==> src/rtl/add_arb2.sv <==
// ---------------------------------------------------------------------------
// add_arb2 -- two-requester round-robin front end for one shared adder.
//
// Each requester offers operands (a, b, cin). One request is accepted at a
// time. It is presented to an external adder with ADD_LAT cycles of latency,
// and the result is held as a response until the consumer takes it.
//
// Parameters
//   N        operand / sum width
//   ADD_LAT  adder latency in cycles (1..15)
//
// Ports
//   clk, rst_n                  clock, asynchronous active-low reset
//   r0_valid/r0_ready, r0_a, r0_b, r0_cin   requester 0
//   r1_valid/r1_ready, r1_a, r1_b, r1_cin   requester 1
//   add_a, add_b, add_cin       operands driven to the shared adder
//   add_s, add_cout             result returned by the shared adder
//   rsp_valid/rsp_ready, rsp_id, rsp_s, rsp_cout   response channel
//
// Optional feature (macro ADD_ARB_STATS_EN)
//   Defining the macro adds gnt0_cnt / gnt1_cnt. These are 16-bit saturating
//   counts of the grants accepted from each requester.
// ---------------------------------------------------------------------------
module add_arb2 #(
    parameter int N       = 32,
    parameter int ADD_LAT = 1
) (
    input  logic         clk,
    input  logic         rst_n,
    input  logic         r0_valid,
    input  logic         r1_valid,
    output logic         r0_ready,
    output logic         r1_ready,
    input  logic [N-1:0] r0_a,
    input  logic [N-1:0] r0_b,
    input  logic         r0_cin,
    input  logic [N-1:0] r1_a,
    input  logic [N-1:0] r1_b,
    input  logic         r1_cin,
    output logic [N-1:0] add_a,
    output logic [N-1:0] add_b,
    output logic         add_cin,
    input  logic [N-1:0] add_s,
    input  logic         add_cout,
    output logic         rsp_valid,
    input  logic         rsp_ready,
    output logic         rsp_id,
    output logic [N-1:0] rsp_s,
    output logic         rsp_cout
`ifdef ADD_ARB_STATS_EN
    ,
    output logic [15:0]  gnt0_cnt,
    output logic [15:0]  gnt1_cnt
`endif
);

    typedef enum logic [1:0] {
        S_IDLE = 2'd0,
        S_WAIT = 2'd1,
        S_RESP = 2'd2
    } state_t;

    localparam logic [3:0] LAT_LOAD = 4'(ADD_LAT);

    state_t       state_q, state_d;
    logic         ptr_q, ptr_d;        // preferred requester under contention
    logic [3:0]   cnt_q, cnt_d;        // edges left until the adder result is valid
    logic         id_q, id_d;
    logic [N-1:0] s_q, s_d;
    logic         cout_q, cout_d;

    // The operand holding registers are pure data, so they carry no reset.
    // Outside IDLE the outputs are gated by state, which keeps them at 0
    // in IDLE and during reset.
    logic [N-1:0] a_q, b_q;
    logic         cin_q;

    logic         gnt_vld;
    logic         gnt_id;
    logic         capture;

    // Round-robin grant. This is evaluated only in IDLE, so ready is held
    // low while an operation is outstanding.
    always_comb begin
        gnt_vld = 1'b0;
        gnt_id  = 1'b0;
        if (state_q == S_IDLE) begin
            if (r0_valid && r1_valid) begin
                gnt_vld = 1'b1;
                gnt_id  = ptr_q;
            end else if (r0_valid) begin
                gnt_vld = 1'b1;
                gnt_id  = 1'b0;
            end else if (r1_valid) begin
                gnt_vld = 1'b1;
                gnt_id  = 1'b1;
            end
        end
    end

    // The counter is loaded with ADD_LAT on acceptance. Seeing 1 in WAIT
    // therefore marks the ADD_LAT-th edge after acceptance.
    assign capture = (state_q == S_WAIT) && (cnt_q <= 4'd1);

    // State register
    always_ff @(posedge clk or negedge rst_n) begin
        if (!rst_n) begin
            state_q <= S_IDLE;
            ptr_q   <= 1'b0;
            cnt_q   <= 4'd0;
            id_q    <= 1'b0;
            s_q     <= '0;
            cout_q  <= 1'b0;
        end else begin
            state_q <= state_d;
            ptr_q   <= ptr_d;
            cnt_q   <= cnt_d;
            id_q    <= id_d;
            s_q     <= s_d;
            cout_q  <= cout_d;
        end
    end

    always_ff @(posedge clk) begin
        if (gnt_vld) begin
            a_q   <= gnt_id ? r1_a   : r0_a;
            b_q   <= gnt_id ? r1_b   : r0_b;
            cin_q <= gnt_id ? r1_cin : r0_cin;
        end
    end

    // Next-state logic
    always_comb begin
        state_d = state_q;
        ptr_d   = ptr_q;
        cnt_d   = cnt_q;
        id_d    = id_q;
        s_d     = s_q;
        cout_d  = cout_q;
        case (state_q)
            S_IDLE: begin
                if (gnt_vld) begin
                    state_d = S_WAIT;
                    cnt_d   = LAT_LOAD;
                    id_d    = gnt_id;
                end
            end
            S_WAIT: begin
                cnt_d = cnt_q - 4'd1;
                if (capture) begin
                    state_d = S_RESP;
                    s_d     = add_s;
                    cout_d  = add_cout;
                end
            end
            S_RESP: begin
                if (rsp_ready) begin
                    state_d = S_IDLE;
                    ptr_d   = ~id_q;       // favour the other requester next time
                end
            end
            default: state_d = S_IDLE;
        endcase
    end

    // Outputs
    always_comb begin
        r0_ready  = gnt_vld & ~gnt_id;
        r1_ready  = gnt_vld &  gnt_id;
        add_a     = (state_q != S_IDLE) ? a_q   : '0;
        add_b     = (state_q != S_IDLE) ? b_q   : '0;
        add_cin   = (state_q != S_IDLE) ? cin_q : 1'b0;
        rsp_valid = (state_q == S_RESP);
        rsp_id    = id_q;
        rsp_s     = s_q;
        rsp_cout  = cout_q;
    end

`ifdef ADD_ARB_STATS_EN
    logic [15:0] gnt0_q, gnt1_q;

    always_ff @(posedge clk or negedge rst_n) begin
        if (!rst_n) begin
            gnt0_q <= 16'd0;
            gnt1_q <= 16'd0;
        end else begin
            if (gnt_vld && !gnt_id && (gnt0_q != 16'hFFFF))
                gnt0_q <= gnt0_q + 16'd1;
            if (gnt_vld && gnt_id && (gnt1_q != 16'hFFFF))
                gnt1_q <= gnt1_q + 16'd1;
        end
    end

    assign gnt0_cnt = gnt0_q;
    assign gnt1_cnt = gnt1_q;
`endif

endmodule

==> config.mk <==
export PLATFORM = sky130hd
export DESIGN_NAME = add_arb2
export DESIGN_NICKNAME = d
export VERILOG_FILES = /design/src/rtl/add_arb2.sv
export SDC_FILE = /design/constraint.sdc
export NUM_CORES = 1
export LEC_CHECK = 0
export ABC_AREA = 0
export CORE_MARGIN = 2
export CORE_UTILIZATION = 40
export CTS_CLUSTER_SIZE = 28
export DETAILED_ROUTE_END_ITERATION = 10
export DONT_BUFFER_PORTS = 1
export PLACE_DENSITY = 0.51
export SYNTH_ARGS = -nofsm -noshare
export SYNTH_HDL_FRONTEND = slang
export SYNTH_SLANG_ARGS = --single-unit
==> constraint.sdc <==
create_clock -name clk -period 3.9 [get_ports clk]
set_clock_uncertainty 0.2 [all_clocks]
set_input_delay 0.78 -clock clk [delete_from_list [all_inputs] [get_ports clk]]
set_output_delay 0.78 -clock clk [all_outputs]
set_load 0.05 [all_outputs]
**Word level (Yosys, flattened, before mapping)**

Cells that the tools add are included.

- Register bits: 106
- Bits of input ports: 168
- Output and inout bits: 102
- Logic and storage cells: 49

- $add $sub $neg: 1
- Order comparisons: 1
- Eq/ne operators: 5
- Muxes and demuxes: 19
- Bitwise logic cells: 4
- Reductions and logical operators: 10

Operator list:

| kind | number |
|---|---|
| 2-to-1 mux 32 bit | 4 |
| 2-to-1 mux 1 bit | 9 |
| one-hot mux 4 bit (2 select lines) | 1 |
| AND reduction 2 bit | 4 |
| 2-to-1 mux 2 bit | 3 |
| one-hot mux 2 bit (3 select lines) | 1 |
| <= comparator 4 x 1 -> 1 bit (second input constant) | 1 |
| 2-to-1 mux 4 bit | 1 |
| != test 2 bit (second input constant) | 2 |
| nonzero test 2 bit | 2 |
| subtractor 4 x 1 -> 4 bit (second input constant) | 1 |
| AND reduction 3 bit | 1 |
| AND 1 bit | 2 |
| equality test 2 x 1 -> 1 bit (second input constant) | 1 |
| equality test 2 bit (second input constant) | 1 |
| logical AND 1 bit | 2 |
| logical NOT 2 bit | 1 |
| != test 2 x 1 -> 1 bit (second input constant) | 1 |
| NOT 1 bit | 2 |

**Longest topological paths before layout**

- Depth in word-level cells: 6
- Mapped depth: 6
- Depth with buffers taken out: 5

**Least setup slack after synthesis**

OpenSTA, ideal clock, no wires.

- Kind: input to output
- Start point: input port r0_valid
- End point: output port r0_ready
- Arrival: 2.068 ns
- Required time: 2.920 ns
- Slack: 0.852 ns
- Stages: 5
- Buffers on the path: 2
- Path through: nand2b_1 and3_1 buf_2 buf_2 nor2_1

- Word-level cells in the longest chain between the ends: 5
- Elaborated cells on any way between the ends: 9
- Those cells by class: mux: 6; bitwise: 2; reduce/logical: 1

Ends and longest elaborated chain:

| what | line | source |
|---|---|---|
| from (decl) | 30 | `input logic r0_valid,` |
| 2-to-1 mux 1 bit or logical AND 1 bit (tied branches) | 91, 88 |  |
| 2-to-1 mux 1 bit | 88 | `if (r0_valid && r1_valid) begin` |
| 2-to-1 mux 1 bit | 87 | `if (state_q == S_IDLE) begin` |
| NOT 1 bit | 168 | `r0_ready = gnt_vld & ~gnt_id;` |
| AND 1 bit (*) | 168 |  |
| to (decl) | 32 | `output logic r0_ready,` |

Mark *: on every way between the ends. The rest lies on a longest branch, timed or not.

**Worst setup path in the final report**

- Start point: register state_q[0]
- End point: output port r1_ready

- Word-level cells in the longest chain between the ends: 3
- Elaborated cells on any way between the ends: 4
- Those cells by class: mux: 2; bitwise: 1; reduce/logical: 1

Ends and longest elaborated chain:

| what | line | source |
|---|---|---|
| from (decl) | 65 | `state_t state_q, state_d;` |
| from (signal assigned) | 115 | `state_q <= state_d;` |
| logical NOT 2 bit (*) | 87 |  |
| 2-to-1 mux 1 bit | 87 |  |
| AND 1 bit (*) | 169 | `r1_ready = gnt_vld & gnt_id;` |
| to (decl) | 33 | `output logic r1_ready,` |

Marks and branches as above.

==> impl_metrics.tcl <==
set metrics [dict create \
    setup-violations-final 0 \
    grt_start_max_net_pins 46 \
    die_x_um 113.7 \
    clock_sinks 106 \
    relSlewSlack 0.2990 \
    globalRouteMet2Util 0.2555 \
    antenna_found_initial 0 \
    r2r_cells 4 \
    area_delta_synth_final_pct 19.92 \
    port_buffers 0 \
    nets 558 \
    max_stage_delay_ps 500 \
    busiest_layer "met2" \
    end_kind "output pin" \
    cts_tree "done" \
    critical_path.endpoint "r1_ready" \
    critPathBufInv 1 \
    path_depth 3 \
    slew_viol_final 0 \
    post-cts-setup-buffers 0 \
    use_met3 0.06854 \
    grt_pass1_wl_mm 14.18 \
    ios 270 \
    wirelength_mm 9.573 \
    tns_ps 0 \
    fp.dieH_um 113.7 \
    avgViaCountPerCell 4.981 \
    critPathKind "reg2out" \
    ant_nets 0 \
    multiInputGateArea_um2 1732 \
    clk-insertion-delay-late_ps 340 \
    slowest_stage "and3_4" \
    drive_above_1_share 0.4911 \
    fmax_mhz 316.3 \
    die_area_um2 12920 \
    avgRoutedWirePerCell_um 17.73 \
    cp.arrival_ps 2180 \
    synth-seq-cells 106 \
    path_clk_slew_ps 70 \
    post_cts_resized 0 \
    grt_pass1_vias 2709 \
    syn_avg_cell_area_um2 14.99 \
    r2r-start "state_q[0]" \
    ys_warn_count 0 \
    crit_fanout 24 \
    min_period_ps 3161 \
    r2r_setup_slack_ps 1150 \
    vias 2690 \
    post_synth_num_cell_types 27 \
    nFillCells 1062 \
    rows 40 \
    detail_route.iter0.violations 95 \
    worst_pin_slew_ps 1049 \
    grt_setup_unrepaired "false" \
    grtUsageTotal 0.1464 \
    whs_ps 71.62 \
    critPathLaunchType "flip-flop" \
    drc_errors 0 \
    grt_remaining_overflow 0 \
    cts-root-buf "clkbuf_16" \
    timing.final.crit_share 0.8106 \
    path_cells "nor2_4, and3_4, buf_4" \
    hold_path_class "in2async" \
    status "completed" \
    cts-htree-levels 3 \
    path_delay_family "simple AND/OR/NAND/NOR gates" \
    yosysSeqAreaShare 0.6188 \
    initial_core_util 0.4057 \
    cap_violations 0 \
    hold_violations 0 \
    regArea_um2 2978 \
    cts_inserted_buffers 9 \
    core_um2 11860 \
    gp_congestion 0.7402 \
    startpoint "state_q[0]" \
    n_antenna_cell 0 \
    use_met1 0.1599 \
    r2r-end "b_q[5]" \
    firstDrtPassIters 4 \
    hpwlAfterDp_mm 7.128 \
    cts_hold_buf 1 \
    worst_ep_required_time_ps 2920 \
    syn-cell-area_um2 4812 \
    syn_inst 321 \
    synth_fp_nets 491 \
    clk_path_buf_depth 2 \
]
## sequential cells by signal (all words and copies together), names as in the netlist
signal    flops
cnt_q         4
rsp_cout      1
b_q          32
cin_q         1
rsp_id        1
state_q       2
ptr_q         1
a_q          32
rsp_s        32
## cell usage in the layout (no fill, tap or decap), drive strengths merged
cell and count:
o2bb2ai 1, nor4 1, and3 1, and2 1, inv 8, nor2 4, buf 74, dfrtp 41
nand3b 1, a21o 2, a22o 1, o21ai 3, nand2 2, edfxtp 65, nor3 3, mux2 99
nand2b 2, or2 1, ha 2, clkinv 2, a21oi 1, nor2b 66, a221o 1, clkbuf 10
or3 1
## cell usage after synthesis
master,number,area [um2]
inv_1,4,15.01
and2_1,1,6.260
ha_1,2,25.02
clkbuf_1,7,26.28
and3_1,1,6.260
o2bb2ai_1,1,8.760
o21ai_0,3,15.01
nor4_4,1,21.27
nor2_1,4,15.01
nor2b_1,66,412.9
or2_2,1,6.260
nand3b_1,1,7.510
buf_6,1,11.26
a221o_1,1,10.01
or3_1,1,6.260
dfrtp_1,41,1026
mux2_1,1,11.26
nand2_1,2,7.510
a21oi_1,1,5.000
buf_4,5,37.54
buf_2,5,25.02
edfxtp_1,65,1952
nor3_1,3,15.01
mux2_2,98,1104
a21o_1,2,15.01
nand2b_1,2,12.51
a22o_1,1,8.760
## logic make-up after synthesis
kind of cell / share of synthesized area
AOI/OAI and AO/OA: 0.01300
buffers and inverters: 0.02392
DFF: 0.6188
and+or+nand+nor: 0.1074
adders and majority gates: 0.005199
muxes: 0.2317
## area by class of cell
| type | count | share of cell area |
|---|---|---|
| clock buffer | 10 | 0.04337 |
| timing repair buffer | 74 | 0.09844 |
| multi-input combinational | 193 | 0.3001 |
| inverter | 4 | 0.002602 |
| clock inverter | 6 | 0.007589 |
| tap | 147 | 0.03187 |
| sequential | 106 | 0.5160 |
## worst min-delay path by stage
| stage | from | to | slack (ps) | depth (start not counted) |
|---|---|---|---|---|
| floorplan | ptr_q | ptr_q | 240 | 2 |
| global placement | ptr_q | ptr_q | 260 | 2 |
| detailed placement | ptr_q | ptr_q | 260 | 2 |
| CTS | rst_n | rsp_s[30] | 60 | 1 |
| global route | rst_n | rsp_s[28] | 70 | 1 |
| finish | rst_n | rsp_s[30] | 70 | 1 |
## through the flow
step / utilization / area [um2] / setup WS, ps / cells
2_1_floorplan: - / 4812 / 852.3 / 321
3_3_place_gp: 0.4600 / 5456 / 1125 / 523
3_5_place_dp: 0.4600 / 5456 / 1057 / 523
4_1_cts: 0.4865 / 5771 / 668.2 / 540
5_1_grt: 0.4865 / 5771 / 551.3 / 540
6_report: 0.4865 / 5771 / 738.7 / 540
## metal layers
layer | wire, um | vias to the layer above
met3 | 982 | 8
met2 | 5034 | 153
met5 | 0 | -
met4 | 133 | 0
met1 | 3423 | 1253
li1 | - | 1276
Power is left out: the tool's default activity adds up to more than one toggle a clock period on the data nets, which glitch-free logic cannot reach.
